<file path="config.mk">
export PLATFORM = sky130hd
export DESIGN_NAME = vfu_result_wr_arbiter
export DESIGN_NICKNAME = d
export VERILOG_FILES = /design/src/rtl/vfu_result_wr_arbiter.sv
export SDC_FILE = /design/constraint.sdc
export NUM_CORES = 1
export LEC_CHECK = 0
export CAP_MARGIN = 20
export CORE_MARGIN = 5
export CORE_UTILIZATION = 35
export CTS_BUF_LIST = sky130_fd_sc_hd__clkbuf_8
export CTS_CLUSTER_DIAMETER = 200
export DETAILED_ROUTE_END_ITERATION = 7
export GPL_ROUTABILITY_DRIVEN = 0
export PLACE_DENSITY = 0.56
export SYNTH_ARGS = -nofsm -noshare
export SYNTH_HDL_FRONTEND = slang
export SYNTH_SLANG_ARGS = --single-unit
</file>
<file path="constraint.sdc">
create_clock -name clk_i -period 5.8 [get_ports clk_i]
set_input_delay 0.58 -clock clk_i [delete_from_list [all_inputs] [get_ports clk_i]]
set_output_delay 0.58 -clock clk_i [all_outputs]
set_load 0.005 [all_outputs]
</file>
<file path="src/rtl/vfu_result_wr_arbiter.sv">
// vfu_result_wr_arbiter: per-unit result FIFOs (ALU, MFPU) arbitrated round-robin onto one VRF write port.
// Optional WR_ARB_PUSH_ON_POP_EN lets a full FIFO grant in the cycle it is popped.
module vfu_result_wr_arbiter #(
  parameter int unsigned NrLanes    = 4,
  parameter int unsigned VaddrWidth = 10,
  parameter int unsigned BufDepth   = 2,
  parameter int unsigned DataWidth  = 64
) (
  input  logic                   clk_i,
  input  logic                   rst_ni,
  input  logic                   alu_result_req_i,
  input  logic [2:0]             alu_result_id_i,
  input  logic [VaddrWidth-1:0]  alu_result_addr_i,
  input  logic [DataWidth-1:0]   alu_result_wdata_i,
  input  logic [DataWidth/8-1:0] alu_result_be_i,
  output logic                   alu_result_gnt_o,
  input  logic                   mfpu_result_req_i,
  input  logic [2:0]             mfpu_result_id_i,
  input  logic [VaddrWidth-1:0]  mfpu_result_addr_i,
  input  logic [DataWidth-1:0]   mfpu_result_wdata_i,
  input  logic [DataWidth/8-1:0] mfpu_result_be_i,
  output logic                   mfpu_result_gnt_o,
  output logic                   vrf_wr_req_o,
  output logic [2:0]             vrf_wr_id_o,
  output logic [VaddrWidth-1:0]  vrf_wr_addr_o,
  output logic [DataWidth-1:0]   vrf_wr_wdata_o,
  output logic [DataWidth/8-1:0] vrf_wr_be_o,
  output logic                   vrf_wr_src_o,
  input  logic                   vrf_wr_ready_i
);
  localparam int unsigned AW = $clog2(BufDepth);
  localparam int unsigned EW = 3 + VaddrWidth + DataWidth + DataWidth / 8;
  logic [1:0]         req, gnt, pop, empty, full;
  logic [1:0][EW-1:0] din, head;
  logic               win, fire, ptr_q, lock_q, lock_src_q, unused_cfg;
  assign unused_cfg = ^32'(NrLanes);
  assign req = {mfpu_result_req_i, alu_result_req_i};
  assign din[0] = {alu_result_id_i, alu_result_addr_i, alu_result_wdata_i, alu_result_be_i};
  assign din[1] = {mfpu_result_id_i, mfpu_result_addr_i, mfpu_result_wdata_i, mfpu_result_be_i};
  assign vrf_wr_req_o = ~&empty;
  // A stalled winner is latched so a late arrival in the other FIFO cannot steal the port.
  assign win = lock_q ? lock_src_q : empty[0] ? 1'b1 : empty[1] ? 1'b0 : ptr_q;
  assign fire = vrf_wr_req_o & vrf_wr_ready_i;
  assign pop = {fire & win, fire & ~win};
`ifdef WR_ARB_PUSH_ON_POP_EN
  assign gnt = req & (~full | pop);
`else
  assign gnt = req & ~full;
`endif
  assign alu_result_gnt_o = gnt[0];
  assign mfpu_result_gnt_o = gnt[1];
  assign {vrf_wr_id_o, vrf_wr_addr_o, vrf_wr_wdata_o, vrf_wr_be_o} = vrf_wr_req_o ? head[win] : '0;
  assign vrf_wr_src_o = vrf_wr_req_o & win;
  for (genvar g = 0; g < 2; g++) begin : g_fifo
    logic [EW-1:0] mem_q [BufDepth];
    logic [AW-1:0] rd_q, wr_q;
    logic [AW:0]   cnt_q;
    assign empty[g] = cnt_q == '0;
    assign full[g] = cnt_q == (AW+1)'(BufDepth);
    assign head[g] = mem_q[rd_q];
    always_ff @(posedge clk_i or negedge rst_ni)
      if (!rst_ni) begin
        rd_q <= '0;
        wr_q <= '0;
        cnt_q <= '0;
      end else begin
        if (gnt[g]) wr_q <= wr_q + 1'b1;
        if (pop[g]) rd_q <= rd_q + 1'b1;
        cnt_q <= cnt_q + (AW+1)'(gnt[g]) - (AW+1)'(pop[g]);
      end
    always_ff @(posedge clk_i)
      if (gnt[g]) mem_q[wr_q] <= din[g];
  end
  always_ff @(posedge clk_i or negedge rst_ni)
    if (!rst_ni) begin
      ptr_q <= 1'b0;
      lock_q <= 1'b0;
      lock_src_q <= 1'b0;
    end else begin
      lock_q <= vrf_wr_req_o & ~vrf_wr_ready_i;
      lock_src_q <= win;
      if (fire & ~|empty) ptr_q <= ~win;
    end
`ifndef SYNTHESIS
  a_no_push_full: assert property (@(posedge clk_i) disable iff (!rst_ni) !(|(gnt & full & ~pop)));
  a_no_pop_empty: assert property (@(posedge clk_i) disable iff (!rst_ni) !(|(pop & empty)));
  a_stall_stable: assert property (@(posedge clk_i) disable iff (!rst_ni)
    lock_q |-> vrf_wr_req_o && vrf_wr_src_o == lock_src_q &&
    $stable({vrf_wr_id_o, vrf_wr_addr_o, vrf_wr_wdata_o, vrf_wr_be_o}));
`endif
endmodule
</file>
# --- Word level (Yosys, flattened, before mapping) ---
# Memories as Yosys holds them, arrays and structs flattened.
# Cells that the tools add are included.
totals:
  reg_bits: 11
  ramBits: 340
  inputBits: 175
  output_inout_bits: 89
  word_cells: 48
  n_memories: 2
memory_table:
  columns: ["name", "depth", "word_bits", "rd", "rd_clocked_by_memory_dff", "write_ports", "line_no", "rtl"]
  rows:
  - ["g_fifo[0].mem_q", 2, 85, 1, 0, 1, "55", "logic [EW-1:0] mem_q [BufDepth];"]
  - ["g_fifo[1].mem_q", 2, 85, 1, 0, 1, "55", null]
classes:
  n_addsub: 8
  magnitude_cmp: 1
  n_eq_ne: 2
  n_mux: 10
  n_bitwise: 10
  reduce_logical: 6
ops:
  columns: ["cell", "count"]
  rows:
  - ["$mux 85", 3]
  - ["$mux 1", 7]
  - ["$and 1x1->1", 6]
  - ["$add 1x1->1 const B", 4]
  - ["$add 2x1->2", 2]
  - ["$eq 2x2->1 const B", 2]
  - ["$logic_not 2->1", 2]
  - ["$sub 2x1->2", 2]
  - ["$and 2x2->2", 1]
  - ["$logic_not 1->1", 2]
  - ["$lt 1x2->1 const B", 1]
  - ["$not 1->1", 2]
  - ["$not 2->2", 1]
  - ["$reduce_and 2->1", 1]
  - ["$reduce_or 2->1", 1]

# --- Longest topological paths before layout ---
# Gate-level depths: netlist of the first run.
logic_depth:
  word_depth: 7
  mapped_depth: 13
  depth_no_buf: 9

# --- Worst setup path after synthesis of the first run ---
# Ideal clock, no wire load.
synth_path:
  path_type: "input port to flip-flop"
  from: "in mfpu_result_req_i"
  to: "mem g_fifo[1].mem_q[0][0] (netlist name), enable pin"
  setup_time_ps: 529
  arrival_ps: 4325
  required_time_ps: 5271
  path_slack_ps: 946
  stages: 2
  path_buffers: 0
  path_cell_list: "o21ai_0 > nor2_1"
synth_via:
  elab_chain_len: 3
synth_lines:
  columns: ["item", "line_no", "rtl"]
  rows:
  - ["start: declaration", "17", "input logic mfpu_result_req_i,"]
  - ["$and 2x2->2", "48", "assign gnt = req & ~full;"]
  - ["$mux 1", "72", "if (gnt[g]) mem_q[wr_q] <= din[g];"]
  - ["$mux 1 (not written as such)", "72", null]
  - ["end: declaration", "55", null]
# No other way between the ends.

# --- Worst setup path in the final report of the first run ---
layout_path:
  from: "reg g_fifo[0].rd_q"
  to: "out vrf_wr_be_o[5]"
layout_via:
  elab_chain_len: 4
layout_lines:
  columns: ["item", "line_no", "rtl"]
  rows:
  - ["start: declaration", "56", "logic [AW-1:0] rd_q, wr_q;"]
  - ["start signal: assignment", "68", "if (pop[g]) rd_q <= rd_q + 1'b1;"]
  - ["$mem_v2 2x85", null, null]
  - ["$mux 85 (not written as such) (2 in series)", "52", "assign {vrf_wr_id_o, vrf_wr_addr_o, vrf_wr_wdata_o, vrf_wr_be_o} = vrf_wr_req_o ? head[win] : '0;"]
  - ["$mux 85", "52", null]
  - ["end: declaration", "27", "output logic [DataWidth/8-1:0] vrf_wr_be_o,"]
# No other way between the ends. The select of a mux whose other input is x is not followed.

==> qor.txt, run 1 <==
status = finished, final reports clean
post-synthesis average cell area = 17.79 sq um
critical path class = register to output port
Routed WL = 37420 um
postcts setup bufs = 0
largest net degree at the start of global routing = 88
CTS Buf Count = 58
Antenna Nets Post-Route = 0
Die Height = 212.8 um
worst-margin pin slew = 1.095 ns
Synthesis Warnings = 0
met2 wire length = 17510 um
Post-synth EDFFs = 340
I/O Buffers = 263
TritonRoute pass-1 iters = 4
Synth Net Count = 988
Post-synth top cells = 340 x edfxtp_1, 141 x a211oi_1, 85 x mux2_2, 85 x mux2i_1, 33 x clkbuf_1
Final min period = 4.082 ns
worst relative slew slack = 0.2700
H-tree depth = 2
met1 WL = 16690 um
vias in the first global route = 8924
Top Family by Delay on Critical Path = flip-flops
post-layout util = 0.4577
Via Count = 8279
Max-Cap Viols = 0
setup slack after layout = 1.718 ns
Synth area leaders = edfxtp_1 71%, a211oi_1 7.4%, mux2_2 6.7%
sequential share of power = 0.389
post-cts repair resize count = 0
Cell variety after synth = 28
met3 routed WL = 2244 um
Hold Buf Count CTS = 0
Arr. time, crit path = 3.50 ns
register-to-register setup slack = 3.09 ns
Post-Syn Instances = 809
maximum clock rate = 245.0 MHz
final setup violating endpoints = 0
Detailed Route Iter0 Violations = 439
worst vdd ir = 0.3389 mV
die area = 45270 sq um
Slew Limit Fails = 0
WL/cell = 22.62 um
CTS root buffer = clkbuf_8
NumNets Final = 1259
Crit path largest cell delay = 1.13 ns
Yosys top cell area share = 0.7095
num rows = 74
Starting Density = 0.3532
HPWL after DPL = 22760 um
Clock Latency Late Sink = 0.64 ns
Die X = 212.8 um
fin crit share = 0.7037
antenna violations before repair = 7
global-route wire length before repair = 55660 um
Worst setup SP type = register
clk_skew = 0.02986 ns
Mapped Area = 14390 sq um
Leakage = 0.006331 uW
Hold Crit Class = primary input to async pin
Core ar. = 40740 sq um
RSZ-0062 raised after global routing = false
switching power = 3306 uW
DR DRC count = 0
share of cells above drive strength 1 = 0.1880
Switching Fraction = 0.3354
Non-Filler Instances = 1654
setup TNS = 0 ns
top layer in use = met5
Int Pwr = 6550 uW
Crit Path Max Fanout = 54
CP required = 5.22 ns
CP Buf/Inv Count = 2
Yosys top cell by area = edfxtp_1
R2R cell count = 4
CP endpoint kind = output port
Post-synth top flop = edfxtp_1
Boundary Pins = 264
Max Root-Sink Buffers = 3
clock network fraction of total power = 0.200
TritonCTS clock tree = done
Num Clock Sinks = 351
post-synthesis sequential area ratio = 0.7286
GRT overflow = 0
count leader, synth = edfxtp_1
GRT Util Overall = 0.1615
Crit-path slowest cell = dfrtp_4
placed cells = 1550
Area Growth Syn to Fin = 29.59%
vias per cell = 5.005
r2r startpoint = g_fifo[1].cnt_q[0]$_DFF_PN0_
ys async rst share = 0.03134
final hold viol count = 0
Worst-path clk slew = 0.06 ns
DP Worst Slack = 2.318 ns
Comb pwr share = 0.411
crit-path cells = buf_4, mux2i_1, a211oi_1, clkdlybuf4s50_1
Reg2Reg Capture Point = g_fifo[1].mem_q[0][5]$_DFFE_PP_
Seq cells post-synth = 351
pwr dens = 528.5 nW/um^2
-- registers in the layout (all words and copies together), names as in the netlist --
register	cells
g_fifo.mem_q	340
g_fifo.cnt_q	4
g_fifo.rd_q	2
g_fifo.wr_q	2
lock_q	1
lock_src_q	1
ptr_q	1
-- worst max-delay path by stage --
stage	from	to	slack [ns]	cells past startpoint
floorplan	mfpu_result_req_i	g_fifo[1].mem_q[0][0]$_DFFE_PP_	0.95	2
global placement	g_fifo[0].cnt_q[1]$_DFF_PN0_	vrf_wr_wdata_o[15]	2.35	5
detailed placement	g_fifo[0].cnt_q[1]$_DFF_PN0_	vrf_wr_wdata_o[15]	2.32	5
CTS	g_fifo[0].cnt_q[1]$_DFF_PN0_	vrf_wr_wdata_o[15]	1.58	5
global route	g_fifo[1].rd_q$_DFFE_PN0P_	vrf_wr_wdata_o[55]	1.53	5
finish	g_fifo[0].rd_q$_DFFE_PN0P_	vrf_wr_be_o[5]	1.72	4
-- worst reg2reg max path, cell delays in order (launching register included) --
cell and delay (ns):
dfrtp_1 0.52, o21ai_0 0.38, nor2_4 0.16, buf_4 0.54
buf_4 0.69
-- cell usage in the layout, fill, tap and decap left out, types with 5 or more instances in the layout --
cell	Yosys	final
clkdlybuf4s50_1	0	263
clkinv_1	0	14
buf_4	8	14
inv_1	13	31
a211oi_1	141	141
diode_2	0	5
mux2_2	85	85
a211oi_2	30	30
xnor2_1	6	6
dfrtp_1	11	9
edfxtp_1	340	340
clkbuf_8	0	58
mux2i_1	85	85
-- area by class of cell --
cell class	count	area, sq um
clock inverter	39	224.0
inverter	13	48.80
antenna	5	12.51
multi-input combinational	374	3553
timing repair buffer	282	2853
clock buffer	58	798.3
fill	3628	22090
tap	532	665.6
sequential	351	10490
-- routing by layer --
| layer | global-route usage | vias up |
|---|---|---|
| li1 | - | 3828 |
| met1 | 0.2193 | 4151 |
| met2 | 0.2498 | 225 |
| met3 | 0.04790 | 71 |
| met4 | 0.05584 | 4 |
| met5 | 0 | - |
-- logic make-up (layout without fill, tap and decap cells) --
kind of cell / Yosys count / count (layout) / synth area share
AO/OA/AOI/OAI: 181 / 181 / 0.1049
XOR/XNOR: 7 / 7 / 0.004261
adder cells (fa/ha/maj): 4 / 4 / 0.003478
buffers and inverters: 84 / 392 / 0.02913
flip-flops: 351 / 351 / 0.7286
multiplexers: 170 / 170 / 0.1256
other: 0 / 5 / 0
AND/OR/NAND/NOR: 12 / 12 / 0.004000
-- stage by stage --
stage	cell area [sq um]	hold WS (ns)	total power, uW
after detailed placement	17570	0.5383	7983
final	18650	0.3005	9856
after global routing	18650	0.2903	10420
after floorplan	14390	0.2844	6009
after CTS	18590	0.2326	10020
after global placement	17540	0.5250	7942
-- power by group through the flow --
| stage | clock, uW | combinational (uW) | sequential, uW |
|---|---|---|---|
| 2_1_floorplan | 0 | 2320 | 3690 |
| 3_3_place_gp | 0 | 4060 | 3880 |
| 3_5_place_dp | 0 | 4080 | 3900 |
| 4_1_cts | 2060 | 4110 | 3850 |
| 5_1_grt | 2160 | 4360 | 3900 |
| 6_report | 1970 | 4050 | 3830 |
No activity file was read; power rests on OpenSTA's default activity.
==> run 2, diff against run 1 <==
clock period = 3.99 ns   (was 5.8 ns; I/O delays follow)
==> run 2 against run 1 <==
  * Combinational power grew 49%
  * Critical path depth grew 1
  * Setup slack lost 1.2 ns
  * Sequential share of layout area grew 0.053 points
  * Worst hold slack lost 0.18 ns
  * Register-to-register slack lost 1.7 ns
  * Clock power grew 41%
  * Clock skew shrank 0.010 ns
  * Design area is essentially flat
  * Via count grew 1.5%
  * Largest cell class unchanged
  * Largest power group unchanged
==> qor.txt, run 2 (synthesis results as in run 1) <==
status = finished, final reports clean (unchanged)
Clock Latency Late Sink = 0.62 ns (was 0.64 ns)
Reg2Reg Capture Point = g_fifo[0].cnt_q[1]$_DFF_PN0_ (was g_fifo[1].mem_q[0][5]$_DFFE_PP_)
Hold Crit Class = primary input to async pin (unchanged)
CTS root buffer = clkbuf_8 (unchanged)
most frequent cells in the layout = 340 x edfxtp_1, 263 x clkdlybuf4s50_1, 141 x a211oi_1, 85 x mux2i_1, 85 x mux2_2 (unchanged)
Crit-path slowest cell = clkdlybuf4s50_1 (was dfrtp_4)
CP endpoint kind = output port (unchanged)
Starting Density = 0.3532 (unchanged)
Top Family by Delay on Critical Path = compound AO/OA/AOI/OAI gates (was flip-flops)
R2R cell count = 10 (was 4)
worst vdd ir = 0.5709 mV (was 0.3389 mV)
share of cells above drive strength 1 = 0.1859 (was 0.1880)
Final min period = 3.465 ns
die area = 45270 sq um (unchanged)
TritonCTS clock tree = done (unchanged)
Core ar. = 40740 sq um (unchanged)
Num Clock Sinks = 351 (unchanged)
Worst setup SP type = register (unchanged)
Slew Limit Fails = 0 (unchanged)
total power = 14220 uW (was 9856 uW)
RSZ-0062 raised after global routing = false (unchanged)
postcts setup bufs = 0 (unchanged)
Via Count = 8402 (was 8279)
Detailed Route Iter0 Violations = 393 (was 439)
Boundary Pins = 264 (unchanged)
Non-Filler Instances = 1658 (was 1654)
worst relative slew slack = 0.3971 (was 0.2700)
post-cts repair resize count = 0 (unchanged)
clk_skew = 0.01939 ns (was 0.02986 ns)
final hold viol count = 0 (unchanged)
Leakage = 0.006333 uW (was 0.006331 uW)
TritonRoute pass-1 iters = 5 (was 4)
pwr dens = 763.2 nW/um^2 (was 528.5 nW/um^2)
Crit path largest cell delay = 0.58 ns (was 1.13 ns)
vias in the first global route = 9055 (was 8924)
register-to-register setup slack = 1.34 ns (was 3.09 ns)
placed cells = 1551 (was 1550)
global-route wire length before repair = 56130 um (was 55660 um)
Max Root-Sink Buffers = 3 (unchanged)
maximum clock rate = 288.6 MHz
critical path class = register to output port (unchanged)
final setup violating endpoints = 0 (unchanged)
CTS Buf Count = 59 (was 58)
worst-margin pin slew = 0.8949 ns (was 1.095 ns)
Arr. time, crit path = 3.07 ns (was 3.50 ns)
antenna violations before repair = 4 (was 7)
I/O Buffers = 263 (unchanged)
CP required = 3.59 ns (was 5.22 ns)
biggest regs = g_fifo.mem_q (340), g_fifo.cnt_q (4) (unchanged)
vias per cell = 5.068 (was 5.005)
GRT overflow = 0 (unchanged)
Filler Cells Inserted = 3629 (was 3628)
commonest non-fill, non-tap cell in the layout = edfxtp_1 (unchanged)
Area Growth Syn to Fin = 29.47% (was 29.59%)
Worst-path clk slew = 0.06 ns (about the same)
NumNets Final = 1259 (unchanged)
Hold Buf Count CTS = 0 (unchanged)
WL/cell = 22.56 um (was 22.62 um)
crit path from = g_fifo[0].cnt_q[1]$_DFF_PN0_ (was g_fifo[0].rd_q$_DFFE_PN0P_)
HPWL after DPL = 22250 um (was 22760 um)
DR DRC count = 0 (unchanged)
Routed WL = 37400 um (was 37420 um)
crit-path cells = o21ba_4, a21o_4, buf_12, a211oi_1, clkdlybuf4s50_1 (was buf_4, mux2i_1, a211oi_1, clkdlybuf4s50_1)
Antenna Nets Post-Route = 0 (unchanged)
Largest Register = g_fifo.mem_q (unchanged)
Die X = 212.8 um (unchanged)
H-tree depth = 2 (unchanged)
max reg flops = 340 (unchanged)
CP Buf/Inv Count = 2 (unchanged)
Max-Cap Viols = 0 (unchanged)
num rows = 74 (unchanged)
Die Height = 212.8 um (unchanged)
r2r startpoint = g_fifo[1].cnt_q[0]$_DFF_PN0_ (unchanged)
Crit Path Max Fanout = 63 (was 54)
GRT Util Overall = 0.1627 (was 0.1615)
fin crit share = 0.8684
largest net degree at the start of global routing = 88 (unchanged)
run 2: routing by layer:
metal	wire length, um	global-route usage	vias up
met5	27	0	-
li1	-	-	3838
met2	17940	0.2648	227
met1	16430	0.2143	4271
met4	706	0.04591	4
met3	2299	0.04731	62
run 2: where the power goes:
part           switching, uW  internal [uW]
sequential               350           5050
combinational           3040           3000
clock                   1380           1380
total                   4780           9440
run 2: metrics by stage:
stage | setup slack (ns) | TNS, ns | instance area (sq um) | util | hold slack [ns]
5_1_grt | 0.3358 | 0 | 18630 | 0.4573 | 0.09096
6_report | 0.5250 | 0 | 18630 | 0.4573 | 0.1203
3_3_place_gp | 1.079 | 0 | 17620 | 0.4324 | 0.5202
3_5_place_dp | 1.106 | 0 | 17620 | 0.4324 | 0.5279
4_1_cts | 0.3741 | 0 | 18630 | 0.4572 | 0.04710
2_1_floorplan | -0.8599 | -146.19 | 14400 | - | 0.1034
run 2: worst max path at each step:
| stage | cells after the start | end | slack, ns |
|---|---|---|---|
| after global routing | 5 | vrf_wr_wdata_o[17] | 0.34 |
| after CTS | 5 | vrf_wr_wdata_o[17] | 0.37 |
| after global placement | 5 | vrf_wr_wdata_o[17] | 1.08 |
| after floorplan | 3 | g_fifo[1].mem_q[0][0]$_DFFE_PP_ | -0.86 |
| after detailed placement | 5 | vrf_wr_wdata_o[17] | 1.11 |
| final | 5 | vrf_wr_wdata_o[15] | 0.52 |
run 2: final cells by class:
type	instances	area [sq um]	area share
repair buffers	281	2855	0.1533
multi-input cells	374	3553	0.1907
clock inverters	45	183.9	0.009872
well taps	532	665.6	0.03573
flip-flops and latches	351	10490	0.5632
clock buffers	60	825.8	0.04432
inverters	13	48.80	0.002619
diodes	2	5.005	0.0002686
